<file path="src/rtl/fifo_pkg.sv">
// Shared defaults, the pointer/count type and the depth helper for the sync FIFO family.
package fifo_pkg;

  localparam int DATA_DEF = 8;
  localparam int ADDR_DEF = 4;

  // One extra MSB beyond the address is the wrap bit that separates full from empty.
  typedef logic [ADDR_DEF:0] ptr_t;

  function automatic int depth(input int addr);
    return 1 << addr;
  endfunction

endpackage

</file>
<file path="src/rtl/fifo_mem.sv">
// Dual-port register array for sync_fifo_ctrl.
// SYNC_FIFO_FWFT_EN makes the read port combinational, otherwise it is registered.
module fifo_mem
  import fifo_pkg::*;
#(
  parameter int DATA = DATA_DEF,
  parameter int ADDR = ADDR_DEF
) (
  input  logic            clk,
  input  logic            rstn,
  input  logic            we,
  input  logic [ADDR-1:0] waddr,
  input  logic [DATA-1:0] wdata,
  input  logic            re,
  input  logic [ADDR-1:0] raddr,
  output logic [DATA-1:0] rdata
);

  logic [DATA-1:0] mem [0:depth(ADDR)-1];

  always_ff @(posedge clk) begin
    if (we) begin
      mem[waddr] <= wdata;
    end
  end

`ifdef SYNC_FIFO_FWFT_EN
  logic unused_rd_ctrl;

  assign rdata          = mem[raddr];
  assign unused_rd_ctrl = rstn ^ re;
`else
  // Only the output register is cleared; the array itself is never reset.
  always_ff @(posedge clk) begin
    if (!rstn) begin
      rdata <= '0;
    end else if (re) begin
      rdata <= mem[raddr];
    end
  end
`endif

endmodule

</file>
<file path="src/rtl/sync_fifo_ctrl.sv">
// Single-clock FIFO with occupancy count, almost-full/empty thresholds and sticky errors.
// Define SYNC_FIFO_FWFT_EN for first-word-fall-through reads.
module sync_fifo_ctrl
  import fifo_pkg::*;
#(
  parameter int DATA = DATA_DEF,
  parameter int ADDR = ADDR_DEF
) (
  input  logic            clk,
  input  logic            rstn,
  input  logic            winc,
  input  logic [DATA-1:0] wdata,
  input  logic            rinc,
  input  logic [ADDR:0]   afull_thr,
  input  logic [ADDR:0]   aempty_thr,
  input  logic            clr_err,
  output logic [DATA-1:0] rdata,
  output logic            wfull,
  output logic            rempty,
  output logic            walmost_full,
  output logic            ralmost_empty,
  output logic [ADDR:0]   count,
  output logic            overflow,
  output logic            underflow
);

  // Handshake: a write transfers on a posedge where winc && !wfull, a read where
  // rinc && !rempty. Requests against a full/empty FIFO are dropped and flagged.
  logic [ADDR:0] wptr, rptr, wptr_nxt, rptr_nxt, cnt_q;
  logic          wr_ok, rd_ok;

  assign rempty = (wptr == rptr);
  assign wfull  = (wptr[ADDR] != rptr[ADDR]) && (wptr[ADDR-1:0] == rptr[ADDR-1:0]);

  assign wr_ok = winc && !wfull;
  assign rd_ok = rinc && !rempty;

  assign wptr_nxt = wptr + {{ADDR{1'b0}}, wr_ok};
  assign rptr_nxt = rptr + {{ADDR{1'b0}}, rd_ok};

  always_ff @(posedge clk) begin
    if (!rstn) begin
      wptr      <= '0;
      rptr      <= '0;
      cnt_q     <= '0;
      overflow  <= 1'b0;
      underflow <= 1'b0;
    end else begin
      wptr      <= wptr_nxt;
      rptr      <= rptr_nxt;
      cnt_q     <= wptr_nxt - rptr_nxt;
      // A new error in the same cycle as clr_err leaves the flag set.
      overflow  <= (overflow && !clr_err) || (winc && wfull);
      underflow <= (underflow && !clr_err) || (rinc && rempty);
    end
  end

  assign count = cnt_q;

  // Thresholds above DEPTH fall out naturally since count never exceeds DEPTH.
  assign walmost_full  = (cnt_q >= afull_thr);
  assign ralmost_empty = (cnt_q <= aempty_thr);

  fifo_mem #(
    .DATA (DATA),
    .ADDR (ADDR)
  ) u_mem (
    .clk   (clk),
    .rstn  (rstn),
    .we    (wr_ok && rstn),
    .waddr (wptr[ADDR-1:0]),
    .wdata (wdata),
    .re    (rd_ok && rstn),
    .raddr (rptr[ADDR-1:0]),
    .rdata (rdata)
  );

endmodule

</file>
<file path="config.mk">
export PLATFORM = sky130hd
export DESIGN_NAME = sync_fifo_ctrl
export DESIGN_NICKNAME = d
export VERILOG_FILES = /design/src/rtl/fifo_pkg.sv /design/src/rtl/fifo_mem.sv /design/src/rtl/sync_fifo_ctrl.sv
export SDC_FILE = /design/constraint.sdc
export NUM_CORES = 1
export LEC_CHECK = 0
export BUFFER_PORTS_ARGS = -buffer_cell sky130_fd_sc_hd__clkbuf_2
export CAP_MARGIN = 40
export CORE_MARGIN = 2
export CORE_UTILIZATION = 51
export DETAILED_ROUTE_END_ITERATION = 7
export PLACE_DENSITY = 0.71
export RECOVER_POWER = 100
export SLEW_MARGIN = 10
export SYNTH_ARGS = -nofsm -noshare
export SYNTH_HDL_FRONTEND = slang
export SYNTH_SLANG_ARGS = --single-unit
export TNS_END_PERCENT = 20
</file>
<file path="constraint.sdc">
create_clock -name clk -period 4.89 [get_ports clk]
set_input_delay 0.978 -clock clk [delete_from_list [all_inputs] [get_ports clk]]
set_output_delay 0.978 -clock clk [all_outputs]
set_load 0.03 [all_outputs]
</file>
# Word level (Yosys, flattened, before mapping)
# Memories as Yosys holds them, arrays and structs flattened. A register that Yosys moved wholly into a read port is not among the register bits.
# Cells that the tools add are included.
# classes
eq_ne	3
reduce_logical	15
add_sub_neg	3
n_lt_le_gt_ge	2
mux	2
# ops
cell	n
$add 5x1->5	2
$logic_and 1x1->1	9
$eq 5x5->1	1
$ge 5x5->1	1
$le 5x5->1	1
$sub 5x5->5	1
$eq 4x4->1	1
$logic_not 1->1	4
$logic_or 1x1->1	2
$mux 1	2
$ne 1x1->1	1
# totals
n_memories	1
output_inout_bits	19
elab_cells	31
ramBits	128
ff_bits	17
# mem_list
memory	depth	width	read_ports	rd_ports_with_merged_regs	wr	line	text
u_mem.mem	16	8	1	1	1	fifo_mem.sv:19	logic [DATA-1:0] mem [0:depth(ADDR)-1];

# Depth between registers and ports, before layout
# depth
ltp_word	7
depth_mapped	14

# Hierarchy
# A second synthesis with hierarchy kept.
# hier_totals
hier_cells	437
area_unflattened_um2	6443.7
# modules_own_cells
mod	n_inst	area_each_um2	cells_each	seq_area_each_um2
fifo_mem	1	5351.4	318	4003.8
sync_fifo_ctrl	1	1092.3	119	340.3

# Least setup slack after synthesis
# No wires, ideal clock.
# synth_timing
path_kind	input to output
from	in aempty_thr[1]
to	out ralmost_empty
path_stages	7
arrival_ps	2372
slack_ps	1540
path_buffers	0
cell_sequence	inv_1 -> ha_1 -> nor2b_1 -> o21a_1 -> o21a_1 -> o21a_1 -> o22ai_1
# synth_between
elab_chain_cells	1
# synth_rtl
item	line	text
from (decl)	sync_fifo_ctrl.sv:15	input logic [ADDR:0] aempty_thr,
$le 5x5->1	sync_fifo_ctrl.sv:62	assign ralmost_empty = (cnt_q <= aempty_thr);
to (decl)	sync_fifo_ctrl.sv:21	output logic ralmost_empty,
# Every way passes these cells.

# Final worst setup path
# layout_timing
from	reg rptr[2]
to	mem u_mem.mem[10][7] (netlist bit) (enable)
# layout_between
elab_chain_cells	7
# layout_rtl
item	line	text
from (decl)	sync_fifo_ctrl.sv:29	logic [ADDR:0] wptr, rptr, wptr_nxt, rptr_nxt, cnt_q;
from (signal assigned)	sync_fifo_ctrl.sv:50	rptr <= rptr_nxt;
$eq 4x4->1	sync_fifo_ctrl.sv:33	assign wfull = (wptr[ADDR] != rptr[ADDR]) && (wptr[ADDR-1:0] == rptr[ADDR-1:0]);
$logic_and 1x1->1	sync_fifo_ctrl.sv:33	
$logic_not 1->1	sync_fifo_ctrl.sv:35	assign wr_ok = winc && !wfull;
$logic_and 1x1->1	sync_fifo_ctrl.sv:35	
$logic_and 1x1->1	sync_fifo_ctrl.sv:70	.we (wr_ok && rstn),
$mux 1	fifo_mem.sv:22	if (we) begin
$mux 1 (implied by the code)	fifo_mem.sv:23	mem[waddr] <= wdata;
to (decl)	fifo_mem.sv:19	
# Every way passes these cells.

==> flow_metrics.env <==
export IMPL_clkTransAtPathRegs_ps=60
export IMPL_p_comb_share_pct=15.2
export IMPL_synthesis_area_um2=6460
export IMPL_crit_start="rptr[2]$_SDFF_PN0_"
export IMPL_grt_pass1_vias=3482
export IMPL_fill_cells=996
export IMPL_ant_nets=0
export IMPL_cts_root_buf="clkbuf_16"
export IMPL_hold_slack_ps=457
export IMPL_path_class="reg -> reg"
export IMPL_viasPerCell=5.51
export IMPL_failed_checks="max-capacitance violations, max-slew violations"
export IMPL_synth_fp_nets=415
export IMPL_vias=3380
export IMPL_rr_endpoint="u_mem.mem[10][7]$_DFFE_PP_"
export IMPL_cts_hold_buffers_added=0
export IMPL_routed_wirelength_um=12000
export IMPL_outcome="finished with violations"
export IMPL_cts_htree_levels=4
export IMPL_cts_max_path_buffers=2
export IMPL_syn_avg_cell_area_um2=17.3
export IMPL_synth_ff_type="edfxtp_1"
export IMPL_clk_latency_ps=430
export IMPL_drtIter0Drc=264
export IMPL_grt_overflow_total=0
export IMPL_nets=470
export IMPL_drive_gt1_share_pct=15.6
export IMPL_initial_core_util_pct=51.6
export IMPL_rr_worst_depth=7
export IMPL_coreArea_um2=12500
export IMPL_max_freq_mhz=287
export IMPL_ys_ff_latch=153
export IMPL_gp_congestion=0.786
export IMPL_fin_tns_setup_ps=0
export IMPL_arrival_ps=3580
export IMPL_maxCapViolations=1
export IMPL_power_frac_seq_pct=47.1
export IMPL_power_leakage_nw=2.53
export IMPL_fin_skew_ps=8.77
export IMPL_syn_inst=373
export IMPL_rows=41
export IMPL_n_antenna_cell=0
export IMPL_grt_max_degree=37
export IMPL_endpoint_kind="register"
export IMPL_critPathMaxFanout=36
export IMPL_clkSinkCount=153
export IMPL_ys_seq_area_share_pct=67.2
export IMPL_grt_use_total_pct=19.3
export IMPL_endpoint="u_mem.mem[10][7]$_DFFE_PP_"
export IMPL_hold_violations=0
export IMPL_grt_pass1_wl_um=18600
export IMPL_synth_largest_area_cell="edfxtp_1"
export IMPL_seqCellArea_um2=4340
export IMPL_clkPwrFrac_pct=37.7
export IMPL_worst_pin_slew_ps=1490
export IMPL_yosys_area_top_type_share_pct=59.5
export IMPL_swShare_pct=25.0
export IMPL_first_pass_iters=5
export IMPL_hpwl_um=7770
export IMPL_r2r_start="rptr[2]$_SDFF_PN0_"
export IMPL_slew_limit_headroom_pct=-0.298
export IMPL_ios=42
export IMPL_drc=0
export IMPL_synth_edf_count=128
export IMPL_ys_warn_count=0
export IMPL_p_sw_mw=0.784
export IMPL_postCtsResizedCells=0
export IMPL_peakVddDrop_v=0.000209
export IMPL_die_area_um2=13600
export IMPL_min_period_over_period_pct=71.2
export IMPL_rsz0062_at_grt="false"
export IMPL_yosys_top_cells_area="edfxtp_1, mux4_2, dfxtp_1, ha_1, mux4_1"
export IMPL_rrSetupSlack_ps=1410
export IMPL_slew_viol_final=1
export IMPL_portBuffers=41
export IMPL_multi_input_comb_area_um2=1890
export IMPL_die_h_um=117
export IMPL_post_drt_wl_per_cell_um=19.6
export IMPL_worst_hold_path_type="reg -> reg"
export IMPL_setup_violations=0
export IMPL_fp_dieW_um=117
export IMPL_cts_tree="built"
export IMPL_area_growth_pct=12.8
export IMPL_internal_power_mw=2.35
export IMPL_antenna_found_initial=0
export IMPL_ys_types=36
export IMPL_synth_async_reset_ratio_pct=0
export IMPL_period_minus_slack_ps=3480
export IMPL_p_per_area_nw_per_um2=430
export IMPL_cp_start_kind="register"
export IMPL_cts_setup_buffers=0
export IMPL_cp_required_ps=4980
export IMPL_numCtsBuffers=17
[worst min-delay path by stage]
stage | slack (ps) | cells after the start | end | startpoint
6_report | 460 | 2 | u_mem.rdata[5]$_SDFFE_PN0P_ | u_mem.rdata[5]$_SDFFE_PN0P_
5_1_grt | 480 | 2 | u_mem.rdata[5]$_SDFFE_PN0P_ | u_mem.rdata[5]$_SDFFE_PN0P_
4_1_cts | 460 | 2 | u_mem.rdata[5]$_SDFFE_PN0P_ | u_mem.rdata[5]$_SDFFE_PN0P_
3_5_place_dp | 450 | 2 | u_mem.rdata[5]$_SDFFE_PN0P_ | u_mem.rdata[5]$_SDFFE_PN0P_
3_3_place_gp | 440 | 2 | u_mem.rdata[5]$_SDFFE_PN0P_ | u_mem.rdata[5]$_SDFFE_PN0P_
2_1_floorplan | 580 | 2 | wptr[4]$_SDFF_PN0_ | wptr[4]$_SDFF_PN0_
[cell type report]
| class | instances | area share [%] |
|---|---|---|
| multi-input cells | 182 | 25.9 |
| inverters | 17 | 0.875 |
| repair buffers | 57 | 3.33 |
| clock inverters | 12 | 1.39 |
| well taps | 172 | 2.95 |
| flip-flops and latches | 153 | 59.6 |
| clock buffers | 20 | 5.99 |
[worst max-delay path, stage by stage, from the launching register on]
cell      delay (ps)
dfxtp_1          310
buf_4            440
xnor2_1          110
and4_1           240
nand2_1          130
nand3_1          420
nor4b_1         1140
clkbuf_1         350
[synthesized netlist by cell type, types with 8 or more instances]
library cell  instances
inv_1                17
ha_1                 18
xnor2_1               8
nor2b_1              14
a22o_1               16
nor2_1                9
mux2i_1               8
edfxtp_1            128
nand2_1              14
mux4_2               25
buf_2                 8
and2_1               11
dfxtp_1              25
[cell usage in the layout, fill, tap and decap left out, types with 6 or more instances in the layout]
master,Yosys,layout
a21o_1,6,6
a22o_1,16,16
and2_0,0,6
clkbuf_1,6,43
clkbuf_16,0,17
clkbuf_2,0,14
dfxtp_1,25,25
edfxtp_1,128,128
ha_1,18,18
inv_1,17,17
mux2i_1,8,8
mux4_1,7,7
mux4_2,25,25
nand2_1,14,14
nor2_1,9,9
nor2b_1,14,14
nor3_1,7,7
xnor2_1,8,8
xor2_1,7,7
[kinds of logic (layout without fill, tap and decap cells)]
family,count (synthesis),in the layout,synth area share (%)
xor gates and xnor gates,16,16,2.38
AOI/OAI and AO/OA,30,30,3.62
muxes,40,40,12.8
buffers and inverters,38,106,3.27
DFF,153,153,67.2
and+or+nand+nor,77,77,6.95
adders and majority gates,19,19,3.79
[power by group through the flow]
stage	clock, mW	combinational, mW	sequential (mW)
6_report	1.18	0.477	1.48
5_1_grt	1.25	0.526	1.48
4_1_cts	1.20	0.495	1.48
3_5_place_dp	0	0.491	1.50
3_3_place_gp	0	0.484	1.50
2_1_floorplan	0	0.346	1.55
[routing by layer]
| layer | global-route usage [%] | up-vias | routed length (um) |
|---|---|---|---|
| li1 | - | 1555 | - |
| met1 | 24.6 | 1710 | 5260 |
| met3 | 5.50 | 24 | 642 |
| met2 | 30.7 | 91 | 5840 |
| met4 | 9.49 | 0 | 252 |
| met5 | 0 | - | 0 |
[state kept, by name, summed over array words and instances, names as in the netlist]
register,count
wptr,5
underflow,1
count,5
u_mem.rdata,8
overflow,1
rptr,5
u_mem.mem,128
[per-stage QoR]
step / util, % / instance area, um2 / total power, mW / instances / setup WS (ps)
after floorplan: - / 6460 / 1.89 / 373 / 1540
after global placement: 54.9 / 6880 / 1.99 / 577 / 1580
after detailed placement: 55.1 / 6900 / 1.99 / 580 / 1570
after CTS: 59.4 / 7440 / 3.17 / 612 / 1560
after global routing: 58.2 / 7290 / 3.25 / 613 / 1120
final: 58.2 / 7290 / 3.14 / 613 / 1410
Power figures use the tool's default switching activity.
